==> src/rtl/alu_seq.sv <==
// alu_seq
//   Multi-cycle integer ALU. Arithmetic and logic opcodes (0-7) complete in a
//   single step; shifts and rotates (8-F) advance one bit position per clock
//   for count[4:0] steps. Operands are sized to 8, 16 or 32 bits, and results
//   are zero-extended above the operand size.
//
// Ports
//   clock      in   rising-edge system clock
//   reset_n    in   asynchronous active-low reset
//   start      in   one-cycle request, sampled only while idle
//   alu        in   opcode (0 ADD,1 OR,2 ADC,3 SBB,4 AND,5 SUB,6 XOR,7 CMP,
//                   8 ROL,9 ROR,A RCL,B RCR,C/E SHL,D SHR,F SAR)
//   size       in   0 = 8-bit, 1 = 16-bit, 2 = 32-bit (WIDTH=32 only), 3 = 16-bit
//   op1/op2    in   operands (op2 unused by shifts/rotates)
//   count      in   shift/rotate count, low five bits used
//   flags      in   incoming FLAGS (CF=0, PF=2, AF=4, ZF=6, SF=7, OF=11)
//   busy       out  operation in progress (cycle after start through done)
//   done       out  one-cycle completion pulse
//   result     out  registered result, held until the next done
//   flags_out  out  registered FLAGS, held until the next done
//   write      out  result should be written back (0 for CMP and count-0 shifts)

module alu_seq #(
  parameter int WIDTH = 16
) (
  input  logic             clock,
  input  logic             reset_n,
  input  logic             start,
  input  logic [3:0]       alu,
  input  logic [1:0]       size,
  input  logic [WIDTH-1:0] op1,
  input  logic [WIDTH-1:0] op2,
  input  logic [7:0]       count,
  input  logic [11:0]      flags,
  output logic             busy,
  output logic             done,
  output logic [WIDTH-1:0] result,
  output logic [11:0]      flags_out,
  output logic             write
);

  typedef enum logic [1:0] {IDLE, SHIFT, DONE} state_t;

  state_t           state;
  state_t           state_nx;

  logic             accept;
  logic [4:0]       cnt;
  logic [2:0]       op_r;
  logic [WIDTH-1:0] mask_r;
  logic [WIDTH-1:0] msbm_r;
  logic [WIDTH-1:0] val_r;
  logic             cf_r;
  logic             msb0_r;
  logic [11:0]      flags_r;

  logic [WIDTH-1:0] mask_in;
  logic [WIDTH-1:0] msbm_in;

  logic [WIDTH-1:0] a_in;
  logic [WIDTH-1:0] b_in;
  logic [WIDTH:0]   cin_ext;
  logic [WIDTH:0]   sum;
  logic [WIDTH-1:0] ar_res;
  logic [11:0]      ar_flags;
  logic             ar_cf;
  logic             ar_af;
  logic             ar_of;
  logic             a_msb;
  logic             b_msb;
  logic             r_msb;
  logic             is_sub;
  logic             is_logic;

  logic [WIDTH-1:0] shl_val;
  logic [WIDTH-1:0] shr_val;
  logic [WIDTH-1:0] step_val;
  logic             step_cf;
  logic             v_msb;
  logic             v_lsb;
  logic             s_msb;
  logic             s_msb1;
  logic             sh_of;
  logic [11:0]      sh_flags;

  logic             unused_bits;

  assign unused_bits = ^count[7:5];

  assign accept = (state == IDLE) && start;
  assign busy   = (state != IDLE);
  assign done   = (state == DONE);

  // Operand-size mask and its MSB one-hot. A 32-bit request on a 16-bit
  // build, and the reserved code 3, both fall back to 16 bits.
  always_comb begin
    mask_in = ~({WIDTH{1'b1}} << 16);
    if (size == 2'd0) begin
      mask_in = ~({WIDTH{1'b1}} << 8);
    end else if ((size == 2'd2) && (WIDTH == 32)) begin
      mask_in = '1;
    end
    msbm_in = mask_in ^ (mask_in >> 1);
  end

  // Single-step arithmetic/logic on the sized inputs. The adder is one bit
  // wider than the datapath so the carry/borrow out of the sized MSB is the
  // bit just above it, picked out with the MSB one-hot shifted up by one.
  always_comb begin
    a_in     = op1 & mask_in;
    b_in     = op2 & mask_in;
    cin_ext  = {{WIDTH{1'b0}}, flags[0]};
    sum      = '0;
    is_sub   = 1'b0;
    is_logic = 1'b0;
    case (alu[2:0])
      3'd0: sum = {1'b0, a_in} + {1'b0, b_in};
      3'd1: begin sum = {1'b0, a_in | b_in}; is_logic = 1'b1; end
      3'd2: sum = {1'b0, a_in} + {1'b0, b_in} + cin_ext;
      3'd3: begin sum = {1'b0, a_in} - {1'b0, b_in} - cin_ext; is_sub = 1'b1; end
      3'd4: begin sum = {1'b0, a_in & b_in}; is_logic = 1'b1; end
      3'd6: begin sum = {1'b0, a_in ^ b_in}; is_logic = 1'b1; end
      default: begin sum = {1'b0, a_in} - {1'b0, b_in}; is_sub = 1'b1; end
    endcase
    ar_res = sum[WIDTH-1:0] & mask_in;
    a_msb  = |(a_in & msbm_in);
    b_msb  = |(b_in & msbm_in);
    r_msb  = |(ar_res & msbm_in);
    ar_cf  = |(sum[WIDTH:1] & msbm_in);
    ar_af  = ar_res[4] ^ a_in[4] ^ b_in[4];
    if (is_sub) begin
      ar_of = (a_msb != b_msb) && (r_msb != a_msb);
    end else begin
      ar_of = (a_msb == b_msb) && (r_msb != a_msb);
    end
    if (is_logic) begin
      ar_cf = 1'b0;
      ar_af = 1'b0;
      ar_of = 1'b0;
    end
    ar_flags     = flags;
    ar_flags[0]  = ar_cf;
    ar_flags[2]  = ~^ar_res[7:0];
    ar_flags[4]  = ar_af;
    ar_flags[6]  = (ar_res == '0);
    ar_flags[7]  = r_msb;
    ar_flags[11] = ar_of;
  end

  // One bit of shift/rotate. Right-moving ops insert at the sized MSB via the
  // latched one-hot; left-moving ops drop anything that crosses the size.
  always_comb begin
    shl_val  = (val_r << 1) & mask_r;
    shr_val  = val_r >> 1;
    v_msb    = |(val_r & msbm_r);
    v_lsb    = val_r[0];
    step_val = shl_val;
    step_cf  = v_msb;
    case (op_r)
      3'd0: step_val = shl_val | {{(WIDTH-1){1'b0}}, v_msb};
      3'd1: begin step_val = shr_val | (v_lsb ? msbm_r : '0); step_cf = v_lsb; end
      3'd2: step_val = shl_val | {{(WIDTH-1){1'b0}}, cf_r};
      3'd3: begin step_val = shr_val | (cf_r ? msbm_r : '0); step_cf = v_lsb; end
      3'd5: begin step_val = shr_val; step_cf = v_lsb; end
      3'd7: begin step_val = shr_val | (v_msb ? msbm_r : '0); step_cf = v_lsb; end
      default: ;
    endcase
  end

  // Flags for the final shift step. Rotates (op_r[2]=0) touch only CF/OF.
  always_comb begin
    s_msb  = |(step_val & msbm_r);
    s_msb1 = |(step_val & (msbm_r >> 1));
    case (op_r)
      3'd0:          sh_of = step_cf ^ s_msb;
      3'd1, 3'd3:    sh_of = s_msb ^ s_msb1;
      3'd5:          sh_of = msb0_r;
      3'd7:          sh_of = 1'b0;
      default:       sh_of = s_msb ^ step_cf;
    endcase
    sh_flags     = flags_r;
    sh_flags[0]  = step_cf;
    sh_flags[11] = sh_of;
    if (op_r[2]) begin
      sh_flags[2] = ~^step_val[7:0];
      sh_flags[4] = 1'b0;
      sh_flags[6] = (step_val == '0);
      sh_flags[7] = s_msb;
    end
  end

  // Next-state logic: only nonzero-count shifts pass through SHIFT.
  always_comb begin
    state_nx = state;
    case (state)
      IDLE:    if (start) state_nx = (alu[3] && (count[4:0] != 5'd0)) ? SHIFT : DONE;
      SHIFT:   if (cnt == 5'd1) state_nx = DONE;
      DONE:    state_nx = IDLE;
      default: state_nx = IDLE;
    endcase
  end

  always_ff @(posedge clock or negedge reset_n) begin
    if (!reset_n) begin
      state <= IDLE;
    end else begin
      state <= state_nx;
    end
  end

  // Working registers are loaded on accept and stepped while shifting; the
  // visible outputs only change on the edge that enters DONE.
  always_ff @(posedge clock or negedge reset_n) begin
    if (!reset_n) begin
      cnt       <= '0;
      op_r      <= '0;
      mask_r    <= '0;
      msbm_r    <= '0;
      val_r     <= '0;
      cf_r      <= 1'b0;
      msb0_r    <= 1'b0;
      flags_r   <= '0;
      result    <= '0;
      flags_out <= '0;
      write     <= 1'b0;
    end else begin
      if (accept) begin
        cnt     <= count[4:0];
        op_r    <= alu[2:0];
        mask_r  <= mask_in;
        msbm_r  <= msbm_in;
        val_r   <= op1 & mask_in;
        cf_r    <= flags[0];
        msb0_r  <= |(op1 & msbm_in);
        flags_r <= flags;
      end else if (state == SHIFT) begin
        val_r <= step_val;
        cf_r  <= step_cf;
        cnt   <= cnt - 5'd1;
      end

      if (accept && !alu[3]) begin
        result    <= ar_res;
        flags_out <= ar_flags;
        write     <= (alu[2:0] != 3'd7);
      end else if (accept && (count[4:0] == 5'd0)) begin
        result    <= op1 & mask_in;
        flags_out <= flags;
        write     <= 1'b0;
      end else if ((state == SHIFT) && (cnt == 5'd1)) begin
        result    <= step_val;
        flags_out <= sh_flags;
        write     <= 1'b1;
      end
    end
  end

endmodule

==> config.mk <==
export PLATFORM = sky130hd
export DESIGN_NAME = alu_seq
export DESIGN_NICKNAME = d
export VERILOG_FILES = /design/src/rtl/alu_seq.sv
export SDC_FILE = /design/constraint.sdc
export NUM_CORES = 1
export LEC_CHECK = 0
export ABC_AREA = 1
export CAP_MARGIN = 0
export CORE_ASPECT_RATIO = 1.1
export CORE_MARGIN = 2
export CORE_UTILIZATION = 31
export DETAILED_ROUTE_END_ITERATION = 10
export GPL_TIMING_DRIVEN = 0
export PLACE_DENSITY = 0.55
export SETUP_SLACK_MARGIN = 0.5
export SYNTH_ARGS = -nofsm -noshare
export SYNTH_HDL_FRONTEND = slang
export SYNTH_SLANG_ARGS = --single-unit
==> constraint.sdc <==
create_clock -name clock -period 2.7 [get_ports clock]
set_input_delay 0.54 -clock clock [delete_from_list [all_inputs] [get_ports clock]]
set_output_delay 0.54 -clock clock [all_outputs]
set_load 0.02 [all_outputs]
# Word-level counts from Yosys, hierarchy flattened
# Index checks and enable logic that the tools add are counted.
# Widths: inputs -> output; s select.
totals:
  regBits: 100
  output_inout_bits: 31
classes:
  n_addsub: 5
  eq_ne: 19
  muxes: 35
  bitwise: 25
  n_reduce_logical: 34
ops:
  columns: ["op", "count"]
  rows:
  - ["$and 16x16->16", 12]
  - ["$mux 16", 9]
  - ["$reduce_or 16->1", 8]
  - ["$pmux 17 s6", 1]
  - ["$pmux 16 s6", 1]
  - ["$or 15x16->16", 3]
  - ["$mux 12", 3]
  - ["$logic_not 16->1", 2]
  - ["$or 16x1->16", 2]
  - ["$add 16x16->17", 1]
  - ["$add 17x1->17", 1]
  - ["$sub 16x16->17", 1]
  - ["$sub 17x1->17", 1]
  - ["$and 16x15->16", 1]
  - ["$or 16x16->16", 1]
  - ["$reduce_xnor 8->1", 2]
  - ["$xor 16x15->16", 1]
  - ["$xor 16x16->16", 1]
  - ["$mux 1", 13]
  - ["$eq 3x2->1 const B", 4]
  - ["$eq 3x3->1 const B", 4]
  - ["$mux 5", 2]
  - ["$mux 2", 4]
  - ["$logic_and 1x1->1", 7]
  - ["other kinds (25)", 33]

# Depth between registers and ports, before layout
# Gate-level depths: netlist of run 1.
depth:
  ltp_word: 14
  depth_mapped: 26
  depth_no_buf: 24

# Worst setup path before layout of run 1
# Ideal clock, no wire load.
synth_path:
  path_kind: "input-to-reg"
  from: "input op1[0]"
  to: "register flags_out[2]"
  setup_ns: 0.123
  arrival_time_ns: 3.119
  slack_ns: -0.542
  stages: 20
  path_cell_list: "ha_1 -> fa_1 -> nand2_2 -> nand2_1 -> nor2_2 -> nand3_2 -> nor2_4 -> nand3_2 -> nand2_1 -> nand2_1 -> o211ai_1 -> inv_1 -> nand2_1 -> nand2_1 -> ha_1 -> xnor2_1 -> xnor2_1 -> a21oi_1 -> o21ai_0 -> nand2_1"
synth_between:
  elab_chain_cells: 7
  word_cells_on_any_way: 12
  classes_between: "add/sub (4); mux (2); bitwise (5); reduce/logical (1)"
synth_rtl:
  columns: ["item", "line_no", "source"]
  rows:
  - ["start: declaration", "31", "input logic [WIDTH-1:0] op1,"]
  - ["$and 16x16->16 *", "110", "a_in = op1 & mask_in;"]
  - ["$sub 16x16->17 or $add 16x16->17 (tied branches)", null, null]
  - ["$sub 17x1->17 or $add 17x1->17 (tied branches)", "120, 119", null]
  - ["$pmux 17 s6 *", "116", "case (alu[2:0])"]
  - ["$and 16x16->16 *", "125", "ar_res = sum[WIDTH-1:0] & mask_in;"]
  - ["$reduce_xnor 8->1 *", "143", "ar_flags[2] = ~^ar_res[7:0];"]
  - ["$mux 12 *", "242", "if (accept && !alu[3]) begin"]
  - ["end signal: assignment", "244", "flags_out <= ar_flags;"]
  - ["end signal: assignment", "248", "flags_out <= flags;"]
  - ["end signal: assignment", "252", "flags_out <= sh_flags;"]
  - ["end: declaration", "38", "output logic [11:0] flags_out,"]
# Mark *: on every way between the ends. The rest lies on a longest branch, timed or not.
# A chain may end at the register's enable or synchronous reset.

# Worst setup path after layout of run 1
# Same ends and word-level chain as after synthesis.

==> results of run 1 <==
## routing by layer
| metal | vias to the layer above | wire length, um | global-route usage, % | share of wire, % |
|---|---|---|---|---|
| met4 | 0 | 1230 | 7.61 | 3.4 |
| met3 | 72 | 1560 | 1.88 | 4.3 |
| li1 | 4759 | - | - | - |
| met1 | 4719 | 15000 | 31.0 | 42 |
| met2 | 335 | 18000 | 47.2 | 50 |
| met5 | - | 0 | 0 | 0 |
## registers in the layout, summed over array words and instances (netlist names)
signal	cells
cnt	5
mask_r	2
op_r	3
val_r	16
msb0_r	1
write	1
flags_r	10
result	16
state	2
flags_out	12
msbm_r	1
cf_r	1
## final cells by class
cell class,count,area [um2],share of cell area [%]
multi-input cells,1015,7030,56.5
flip-flops and latches,70,1750,14.1
repair buffers,186,1690,13.6
inverters,211,861,6.92
well taps,352,440,3.54
plain buffers,41,363,2.92
clock buffers,11,243,1.95
clock inverters,5,58.8,0.473
## final timing paths
path	start	slack [ns]	cells past startpoint	to
setup / recovery	op1[0]	-0.48	21	flags_out[2]
hold / removal	reset_n	0.09	1	flags_out[5]
min in group clock	result[8]	0.47	2	result[8]
hold reg to reg	result[8]	0.47	2	result[8]
setup reg to reg	op_r[0]	0.08	13	flags_out[6]
max in group asynchronous	reset_n	2.05	2	op_r[0]
## critical path, stage by stage
cell and delay [ns]:
buf_12 0.12, inv_12 0.05, ha_4 0.12, inv_4 0.04, fa_2 0.46, xnor2_4 0.17, buf_6 0.13, nor2_4 0.09
nand3_2 0.11, nor2_4 0.15, nand2_1 0.11, a21oi_1 0.17, o21ai_1 0.10, o2111ai_2 0.09, nand2_2 0.11, ha_4 0.27
xnor2_4 0.17, xnor2_2 0.14, a21oi_2 0.09, o21ai_1 0.10, nand2_1 0.06
## where the power goes
group          internal, uW  leakage, uW  switching (uW)  total, uW
Sequential             1530     0.000863             284       1810
Clock                   741     0.000142             474       1220
Combinational          2230      0.00473            3410       5640
Total                  4500      0.00574            4170       8670
## timing repair
action                                  in CTS  in global routing
gates resized for setup                    321                148
pin swaps                                  115                 82
endpoints found under the setup margin      49                 45
endpoints found under the hold margin        0                  0
cloned                                       1                  0
buffers inserted                            75                 21
## through the flow
step	TNS (ns)	hold slack [ns]	power (uW)	utilization (%)	std cells
final	-3.43	0.0851	8670	47.6	1891
after global routing	-5.41	0.105	9290	47.6	1891
after CTS	-3.02	0.0843	8360	45.2	1870
after detailed placement	-32.59	0.448	6560	38.3	1778
after global placement	-136.52	0.455	6510	38.2	1777
after floorplan	-0.874	0.244	4930	-	1337
## cells by family after synthesis
logic type	count (synthesis)
compound gates	243
buf+inv	252
flops	70
simple gates	692
xor+xnor	14
fa+ha+maj	66
## cell usage in the layout (no fill, tap or decap), types with 17 or more instances in the layout
master,netlist,routed
nor2_4,6,41
nand3_2,11,30
nand2_1,391,294
buf_4,5,88
nor2_2,16,25
nand2_2,24,86
ha_1,64,44
buf_6,4,23
inv_1,196,152
o221ai_1,18,18
dfrtp_1,70,70
inv_2,8,42
clkdlybuf4s50_1,0,60
nand2_4,1,29
o21ai_1,5,17
nand3_1,101,71
nand4_1,20,20
a21oi_1,49,35
o21ai_0,94,71
o22ai_1,25,23
nor2_1,104,60
==> results.json, run 1 <==
{
  "core_um2": 26100,
  "netlist_area_um2": 8230,
  "cts_hold_buf": 0,
  "synth_ff_type": "dfrtp_1",
  "routed_via_density": 5.23,
  "synth_area_leaders": "dfrtp_1 21%, nand2_1 18%, ha_1 9.7%",
  "slew_violations": 0,
  "numCtsBuffers": 9,
  "ys_async_sr_fraction_pct": 100,
  "cts.clk_slew.worst_paths_ns": 0.06,
  "cp-end-kind": "register",
  "yosysUniqueCellTypes": 54,
  "cts_max_path_buffers": 2,
  "detailed_place_hpwl_um": 27700,
  "io_pins": 92,
  "dpl_worst_slack_ns": -1.88,
  "worstSetupPathType": "input port to register",
  "routedWlPerCell_um": 18.9,
  "synthTopCellsByCount": "391 x nand2_1, 196 x inv_1, 104 x nor2_1, 101 x nand3_1, 94 x o21ai_0",
  "track_usage_pct": 25.3,
  "yosysMostFrequentCell": "nand2_1",
  "netlist_instances": 1337,
  "netlist.area_leader.share_pct": 21.3,
  "outcome": "complete, but fails checks",
  "die_height_um": 175,
  "ir_drop_v": 0.000369,
  "synth_compound_area_share_pct": 17.8,
  "hold_viol": 0,
  "routed_wl_um": 35800,
  "violations": "setup timing",
  "area_growth_pct": 51.1,
  "h-tree-depth": 3,
  "yosys.area_share.simple_pct": 36.9,
  "cp-start-kind": "input port",
  "clock_skew_ns": 0.00429,
  "power.leakage_uw": 0.00574,
  "power_density_nw_per_um2": 697,
  "max_freq_ghz": 0.314,
  "cts_tree": "yes",
  "initial_utilization_pct": 31.5,
  "drive_gt1_share_pct": 34.0,
  "port_buffers": 88,
  "synth_fp_nets": 1464,
  "nFillCells": 2689,
  "postRouteAntennaNets": 0,
  "synth.avg_cell_area_um2": 6.15,
  "critPathArrivalTime_ns": 3.41,
  "synth-edff-count": 0,
  "maxCapViolCount": 0,
  "synthAdderAreaFrac_pct": 10.2,
  "hp-class": "input port to async pin",
  "die_area_um2": 27900,
  "num_vias": 9885,
  "grt_setup_unrepaired": "true",
  "placed_cell_area_um2": 10000,
  "period_minus_slack_ns": 3.18,
  "cts.sinks": 70,
  "die_w_um": 159,
  "final_area_um2": 12400,
  "ys_seq_area_share_pct": 21.3,
  "synth_seq_cells": 70,
  "grt_pass1_wl_um": 54600,
  "ys_warn_count": 0,
  "antenna_cells": 0,
  "yosysTopAreaCell": "dfrtp_1",
  "grt_pass1_vias": 9701,
  "dr.first_iter.drc_count": 626,
  "nets": 1661,
  "fin_ws_ns": -0.485,
  "place_congestion": 0.985,
  "setup_viol": 15,
  "yosys.area_share.xor_xnor_pct": 1.58,
  "antenna_found_initial": 0,
  "cts-root-buf": "clkbuf_16",
  "tightest_slew_ns": 0.797,
  "cp_max_fo": 3,
  "synth_top_family_by_area": "simple AND/OR/NAND/NOR gates",
  "relSlewSlack_pct": 46.9,
  "grt_overflow": 0,
  "rows": 62,
  "period_share_pct": 118,
  "dr.pass1.iters": 5,
  "synth_mux_area_share_pct": 0,
  "clk_latency_ns": 0.34,
  "drcViolationCount": 0,
  "cp.required_ns": 2.92,
  "grt_max_degree": 52
}
Note: power is estimated with default switching activity, not from simulation.
==> inputs of run 2 (changes only) <==
--- a/config.mk
+++ b/config.mk
@@ -5,7 +5,6 @@
 export SDC_FILE = /design/constraint.sdc
 export NUM_CORES = 1
 export LEC_CHECK = 0
-export ABC_AREA = 1
 export CAP_MARGIN = 0
 export CORE_ASPECT_RATIO = 1.1
 export CORE_MARGIN = 2
==> run 2 against run 1 <==
The run still ends with setup timing left. First-iteration DRC count rose by 16%. Worst setup slack got worse by 0.70 ns. Die area fell by 5.1%. Non-clock buffer count rose by 26. Fmax fell by 18%. Wire length fell by 10%. Critical path depth fell by 3. Hold slack got worse by 0.016 ns. Critical path type unchanged. Total power rose by 5.3%. Register-to-register slack got worse by 0.32 ns. Area after synthesis fell by 5.2%.
==> results.json, run 2 <==
{
  "outcome": "complete, but fails checks",
  "violations": "setup timing",
  "cp_max_fo": 7,
  "hold_viol": 0,
  "r2r-end": "flags_out[2]",
  "power.leakage_uw": 0.00502,
  "p_total_uw": 9120,
  "r2r-start": "op_r[0]",
  "nets": 1347,
  "netlist_instances": 1016,
  "p_int_uw": 5010,
  "rows": 60,
  "nFillCells": 2337,
  "drcViolationCount": 0,
  "period_minus_slack_ns": 3.89,
  "synth.avg_cell_area_um2": 7.67,
  "postRouteAntennaNets": 0,
  "place_congestion": 0.943,
  "port_buffers": 88,
  "fin_ws_ns": -1.19,
  "slew_violations": 0,
  "period_share_pct": 144,
  "p_switching_uw": 4110,
  "power_density_nw_per_um2": 763,
  "die_w_um": 155,
  "yosysMostFrequentCell": "nand2_1",
  "num_vias": 8895,
  "synth_ff_type": "dfrtp_1",
  "grt_max_degree": 55,
  "yosysUniqueCellTypes": 88,
  "io_pins": 92,
  "layout_commonest_cell": "nand2_1",
  "cp_top_family": "simple AND/OR/NAND/NOR gates",
  "synthTopCellsByCount": "125 x nand2_1, 85 x nor2_1, 73 x a21oi_1, 70 x dfrtp_1, 69 x o21ai_0",
  "track_usage_pct": 24.2,
  "setup_tns_ns": -13.64,
  "h-tree-depth": 3,
  "cts_tree": "yes",
  "cts_hold_buf": 0,
  "cp-startpoint": "size[1]",
  "numCtsBuffers": 9,
  "power_frac_clock_pct": 15.4,
  "setup_viol": 18,
  "crit_slowest_cell": "or4_4",
  "swShare_pct": 45.1,
  "critPathBufInv": 4,
  "dr.first_iter.drc_count": 729,
  "ys_async_sr_fraction_pct": 100,
  "ir_drop_v": 0.000363,
  "cts.clk_slew.worst_paths_ns": 0.06,
  "synth_seq_cells": 70,
  "ys_seq_area_share_pct": 22.5,
  "clock_skew_ns": 0.00526,
  "antenna_cells": 0,
  "reg_top3": "result: 16 flops, val_r: 16 flops, flags_out: 12 flops",
  "grt_pass1_vias": 8661,
  "yosysTopAreaCell": "dfrtp_1",
  "critPathArrivalTime_ns": 4.15,
  "maxCapViolCount": 0,
  "max_freq_ghz": 0.257,
  "final_cell_mix": "108 x nand2_1, 84 x buf_4, 74 x nor2_1",
  "routedWlPerCell_um": 21.0,
  "ys_warn_count": 0,
  "slowest_delay_ns": 0.58,
  "synth_area_leaders": "dfrtp_1 22%, ha_1 10%, nand2_1 6.0%",
  "seq_power_share_pct": 21.3,
  "routed_via_density": 5.79,
  "path_cells": "buf_6 -> or2_4 -> clkbuf_16 -> clkbuf_16 -> buf_12 -> nand2_8 -> ha_4 -> nor2b_4 -> o21a_1 -> or2_4 -> and3_4 -> a2111oi_4 -> nand4_4 -> or4_4 -> nand3_4 -> nand2_2 -> or4_1 -> o211ai_1",
  "initial_utilization_pct": 31.7,
  "grt_pass1_wl_um": 49700,
  "cts.sinks": 70,
  "cp-start-kind": "input port",
  "dr.pass1.iters": 5,
  "multi_input_area_um2": 6860,
  "cts-root-buf": "clkbuf_16",
  "cp.required_ns": 2.96,
  "cts_max_path_buffers": 2,
  "antenna_found_initial": 0,
  "ff2ff_setup_slack_ns": -0.24,
  "comb_power_share_pct": 63.3,
  "netlist_area_um2": 7800,
  "synth-edff-count": 0,
  "die_height_um": 170,
  "netlist.area_leader.share_pct": 22.5,
  "core_um2": 24600,
  "grt_setup_unrepaired": "true",
  "cp-end-kind": "register",
  "clk_latency_ns": 0.34,
  "grt_overflow": 0,
  "relSlewSlack_pct": 47.1,
  "worstSetupPathType": "input port to register",
  "seq_area_um2": 1750,
  "ff2ff_path_depth": 12,
  "synth_fp_nets": 1143,
  "area_growth_pct": 53.4,
  "detailed_place_hpwl_um": 23300,
  "routed_wl_um": 32200,
  "hp-class": "input port to async pin",
  "drive_gt1_share_pct": 33.8,
  "die_area_um2": 26400,
  "tightest_slew_ns": 0.791,
  "fin_hold_ws_ns": 0.0687
}
-- run 2: logic make-up (layout without fill, tap and decap cells) --
kind of cell	after synthesis	after routing	synth area share [%]
simple gates	357	357	22.7
compound gates	336	336	29.3
buf+inv	127	336	7.53
flops	70	70	22.5
fa+ha+maj	66	66	10.8
xor+xnor	44	44	5.18
mux	16	16	2.09
-- run 2: power by group through the flow --
stage	logic (uW)	registers [uW]	clock network, uW
3_3_place_gp	4690	1940	0
2_1_floorplan	2910	2100	0
6_report	5770	1940	1410
3_5_place_dp	4720	1940	0
5_1_grt	6250	2000	1470
4_1_cts	5420	1930	1420
-- run 2: through the flow --
stage / utilization, % / setup slack, ns / instances / cell area (um2)
2_1_floorplan: - / -1.10 / 1016 / 8230
3_3_place_gp: 38.6 / -2.27 / 1414 / 9500
3_5_place_dp: 38.7 / -2.29 / 1415 / 9520
4_1_cts: 46.3 / -1.15 / 1509 / 11400
5_1_grt: 48.6 / -1.22 / 1535 / 12000
6_report: 48.6 / -1.19 / 1535 / 12000
-- run 2: worst max path at each step --
stage | to | slack [ns] | cells past startpoint
global route | flags_out[11] | -1.22 | 18
detailed placement | flags_out[11] | -2.29 | 14
floorplan | flags_out[11] | -1.10 | 17
CTS | flags_out[11] | -1.15 | 18
finish | flags_out[11] | -1.19 | 18
global placement | flags_out[11] | -2.27 | 14
-- run 2: worst reg2reg max path: cells and delay by family (launching register included) --
kind | cells | cell delay, ns
simple gates | 2 | 0.17
flops | 1 | 0.43
buf+inv | 2 | 0.71
fa+ha+maj | 1 | 0.30
compound gates | 5 | 0.97
xor+xnor | 2 | 0.28
-- run 2: cell type report --
class                           count  share of cell area, %
Inverter                           67                   2.39
Sequential cell                    70                   14.6
Clock buffer                       11                   2.03
Multi-Input combinational cell    819                   57.3
Tap cell                          310                   3.24
Buffer                             60                   4.55
Timing Repair Buffer              193                   14.9
Clock inverter                      5                  0.889
-- run 2: timing repair --
item,CTS,global route
buffers inserted,78,26
endpoints found under the hold margin,0,0
resized for setup,302,108
pin swaps,94,67
setup endpoints to repair,43,31
cloned,0,0
-- run 2: layer usage --
metal  part of all wire, %  GRT usage [%]  up-vias
met4                   4.2           10.4        0
met5                     0              0        -
met1                    43           32.3     4327
li1                      -              -     4121
met2                    47           39.0      361
met3                   5.9           3.62       86
==> inputs of run 3 (changes only) <==
--- a/config.mk
+++ b/config.mk
@@ -6,12 +6,15 @@
 export NUM_CORES = 1
 export LEC_CHECK = 0
 export CAP_MARGIN = 0
+export CELL_PAD_IN_SITES_DETAIL_PLACEMENT = 1
+export CELL_PAD_IN_SITES_GLOBAL_PLACEMENT = 1
 export CORE_ASPECT_RATIO = 1.1
 export CORE_MARGIN = 2
 export CORE_UTILIZATION = 31
 export DETAILED_ROUTE_END_ITERATION = 10
 export GPL_TIMING_DRIVEN = 0
-export PLACE_DENSITY = 0.55
+export HOLD_SLACK_MARGIN = 0.1
+export PLACE_DENSITY = 0.69
 export SETUP_SLACK_MARGIN = 0.5
 export SYNTH_ARGS = -nofsm -noshare
 export SYNTH_HDL_FRONTEND = slang
==> run 3 against run 2 <==
Combinational power rose by 0.9%. Critical endpoint is now flags_out[0]. The flow still finishes with violations (setup timing). Final cell count fell by 2.0%. Core utilization fell by 1.7 points.
==> results.json, run 3 (same netlist as run 2, synthesis figures left out) <==
{
  "period_minus_slack_ns": 3.76,
  "cts-root-buf": "clkbuf_16",
  "max_freq_ghz": 0.266,
  "cp-end-kind": "register",
  "grt_pass1_wl_um": 52400,
  "hold_viol": 0,
  "cp.required_ns": 2.90,
  "cts.sinks": 70,
  "routed_wl_um": 34700,
  "dr.pass1.iters": 5,
  "numCtsBuffers": 9,
  "dpl_worst_slack_ns": -2.51,
  "relSlewSlack_pct": 39.5,
  "area_growth_pct": 47.9,
  "cts_max_path_buffers": 2,
  "fin_ws_ns": -1.06,
  "clock_skew_ns": 0.00773,
  "routedWlPerCell_um": 23.1,
  "ff2ff_path_depth": 12,
  "critPathArrivalTime_ns": 3.96,
  "routed_via_density": 5.80,
  "antenna_found_initial": 0,
  "detailed_place_hpwl_um": 25700,
  "drive_gt1_share_pct": 31.6,
  "placed_cells": 1415,
  "p_total_uw": 9100,
  "crit_slowest_cell": "or3_1",
  "cts_tree": "yes",
  "hold_depth": 2,
  "initial_utilization_pct": 31.7,
  "die_height_um": 170,
  "die_w_um": 155,
  "power.leakage_uw": 0.00476,
  "tightest_slew_ns": 0.904,
  "cp-start-kind": "input port",
  "cts.clk_slew.worst_paths_ns": 0.06,
  "cp-startpoint": "size[1]",
  "setup_viol": 18,
  "cp.depth": 20,
  "port_buffers": 88,
  "violations": "setup timing",
  "r2r-start": "op_r[2]",
  "final_cells": 1504,
  "antenna_cells": 0,
  "p_switching_uw": 4280,
  "grt_setup_unrepaired": "true",
  "power_density_nw_per_um2": 789,
  "drcViolationCount": 0,
  "power_frac_clock_pct": 14.4,
  "outcome": "complete, but fails checks",
  "postRouteAntennaNets": 0,
  "reg_top3": "result: 16 flops, val_r: 16 flops, flags_out: 12 flops",
  "nets": 1316,
  "ff2ff_setup_slack_ns": -0.13,
  "clk_latency_ns": 0.34,
  "rows": 60,
  "path_cells": "buf_6 -> or2_4 -> clkbuf_16 -> clkbuf_16 -> buf_12 -> nand2_8 -> ha_4 -> nor2_4 -> nand3_4 -> a211oi_4 -> buf_6 -> buf_4 -> o21ai_2 -> and3_4 -> or3_1 -> nor4_4 -> xor2_1 -> o221ai_2 -> a21oi_1 -> o31ai_1",
  "setup_tns_ns": -13.82,
  "dr.first_iter.drc_count": 698,
  "h-tree-depth": 3,
  "critPathCapture": "flags_out[0]",
  "swShare_pct": 47.1,
  "ir_drop_v": 0.000478,
  "io_pins": 92,
  "grt_overflow": 0,
  "hp-class": "register to register",
  "r2r-end": "flags_out[11]",
  "grt_max_degree": 62,
  "slowest_delay_ns": 0.39,
  "grt_pass1_vias": 9244,
  "maxCapViolCount": 0,
  "period_share_pct": 139,
  "track_usage_pct": 25.6,
  "place_congestion": 0.902,
  "nFillCells": 2916,
  "worstSetupPathType": "input port to register",
  "p_int_uw": 4820,
  "core_um2": 24600,
  "critPathBufInv": 6,
  "comb_power_share_pct": 63.9,
  "cp_top_family": "simple AND/OR/NAND/NOR gates",
  "layout_commonest_cell": "nand2_1",
  "die_area_um2": 26400,
  "seq_power_share_pct": 21.7,
  "slew_violations": 0,
  "num_vias": 8730,
  "cp_max_fo": 7,
  "final_cell_mix": "109 x nand2_1, 77 x nor2_1, 70 x dfrtp_1"
}
run 3: changes by cell type in the layout (fill, tap and decap cells not counted), moves of 4 or more:
cell,change
clkbuf_8,-4
inv_2,+4
buf_6,-19
clkbuf_4,+5
buf_4,-19
run 3: area by class of cell:
type                            count  area [um2]  share of cell area (%)
Multi-Input combinational cell    819        6790                    58.8
Sequential cell                    70        1750                    15.2
Timing Repair Buffer              162        1470                    12.8
Buffer                             60         532                    4.61
Tap cell                          310         388                    3.36
Inverter                           67         280                    2.43
Clock buffer                       10         229                    1.98
Clock inverter                      6        93.8                   0.813
run 3: metal layers:
layer  up-vias  track usage (%)  routed length [um]
met2       233             46.6               18000
met1      4399             30.1               14100
met4         0             10.9                1330
met3        73             3.23                1340
li1       4025                -                   -
met5         -                0                   0
run 3: worst register-to-register path: stages (launching register included):
cell and delay [ns]:
dfrtp_1 0.33, clkbuf_1 0.39, nand2_1 0.14, o22ai_1 0.16, a21oi_1 0.09, mux2_2 0.31
o21a_1 0.28, xnor2_1 0.16, o21ai_0 0.19, o21ai_0 0.11, o21ai_0 0.33, a22oi_1 0.14
o211ai_1 0.11
run 3: how the worst min path moves through the flow:
stage,start,to,slack [ns]
4_1_cts,flags_r[10],flags_r[10],0.48
2_1_floorplan,reset_n,cf_r,0.24
6_report,flags_r[10],flags_r[10],0.48
3_5_place_dp,reset_n,flags_r[8],0.39
3_3_place_gp,flags_r[10],flags_r[10],0.46
5_1_grt,mask_r[7],mask_r[7],0.51
run 3: through the flow:
| stage | area (um2) | utilization, % | hold slack (ns) |
|---|---|---|---|
| floorplan | 8230 | - | 0.244 |
| global placement | 9500 | 38.6 | 0.461 |
| detailed placement | 9520 | 38.7 | 0.392 |
| CTS | 11100 | 45.0 | 0.482 |
| global route | 11500 | 46.8 | 0.509 |
| finish | 11500 | 46.8 | 0.480 |
run 3: repair_timing:
item	CTS	global route
pin swaps	75	49
buffers inserted	56	16
resized for setup	263	109
hold endpoints to repair	9	0
hold buffers	1	0
setup endpoints to repair	43	28
run 3: power groups by stage:
stage	clock network, uW	registers [uW]	logic [uW]
global route	1370	2030	6280
global placement	0	1970	4770
finish	1310	1970	5820
floorplan	0	2100	2910
detailed placement	0	1970	4880
CTS	1330	1960	5500
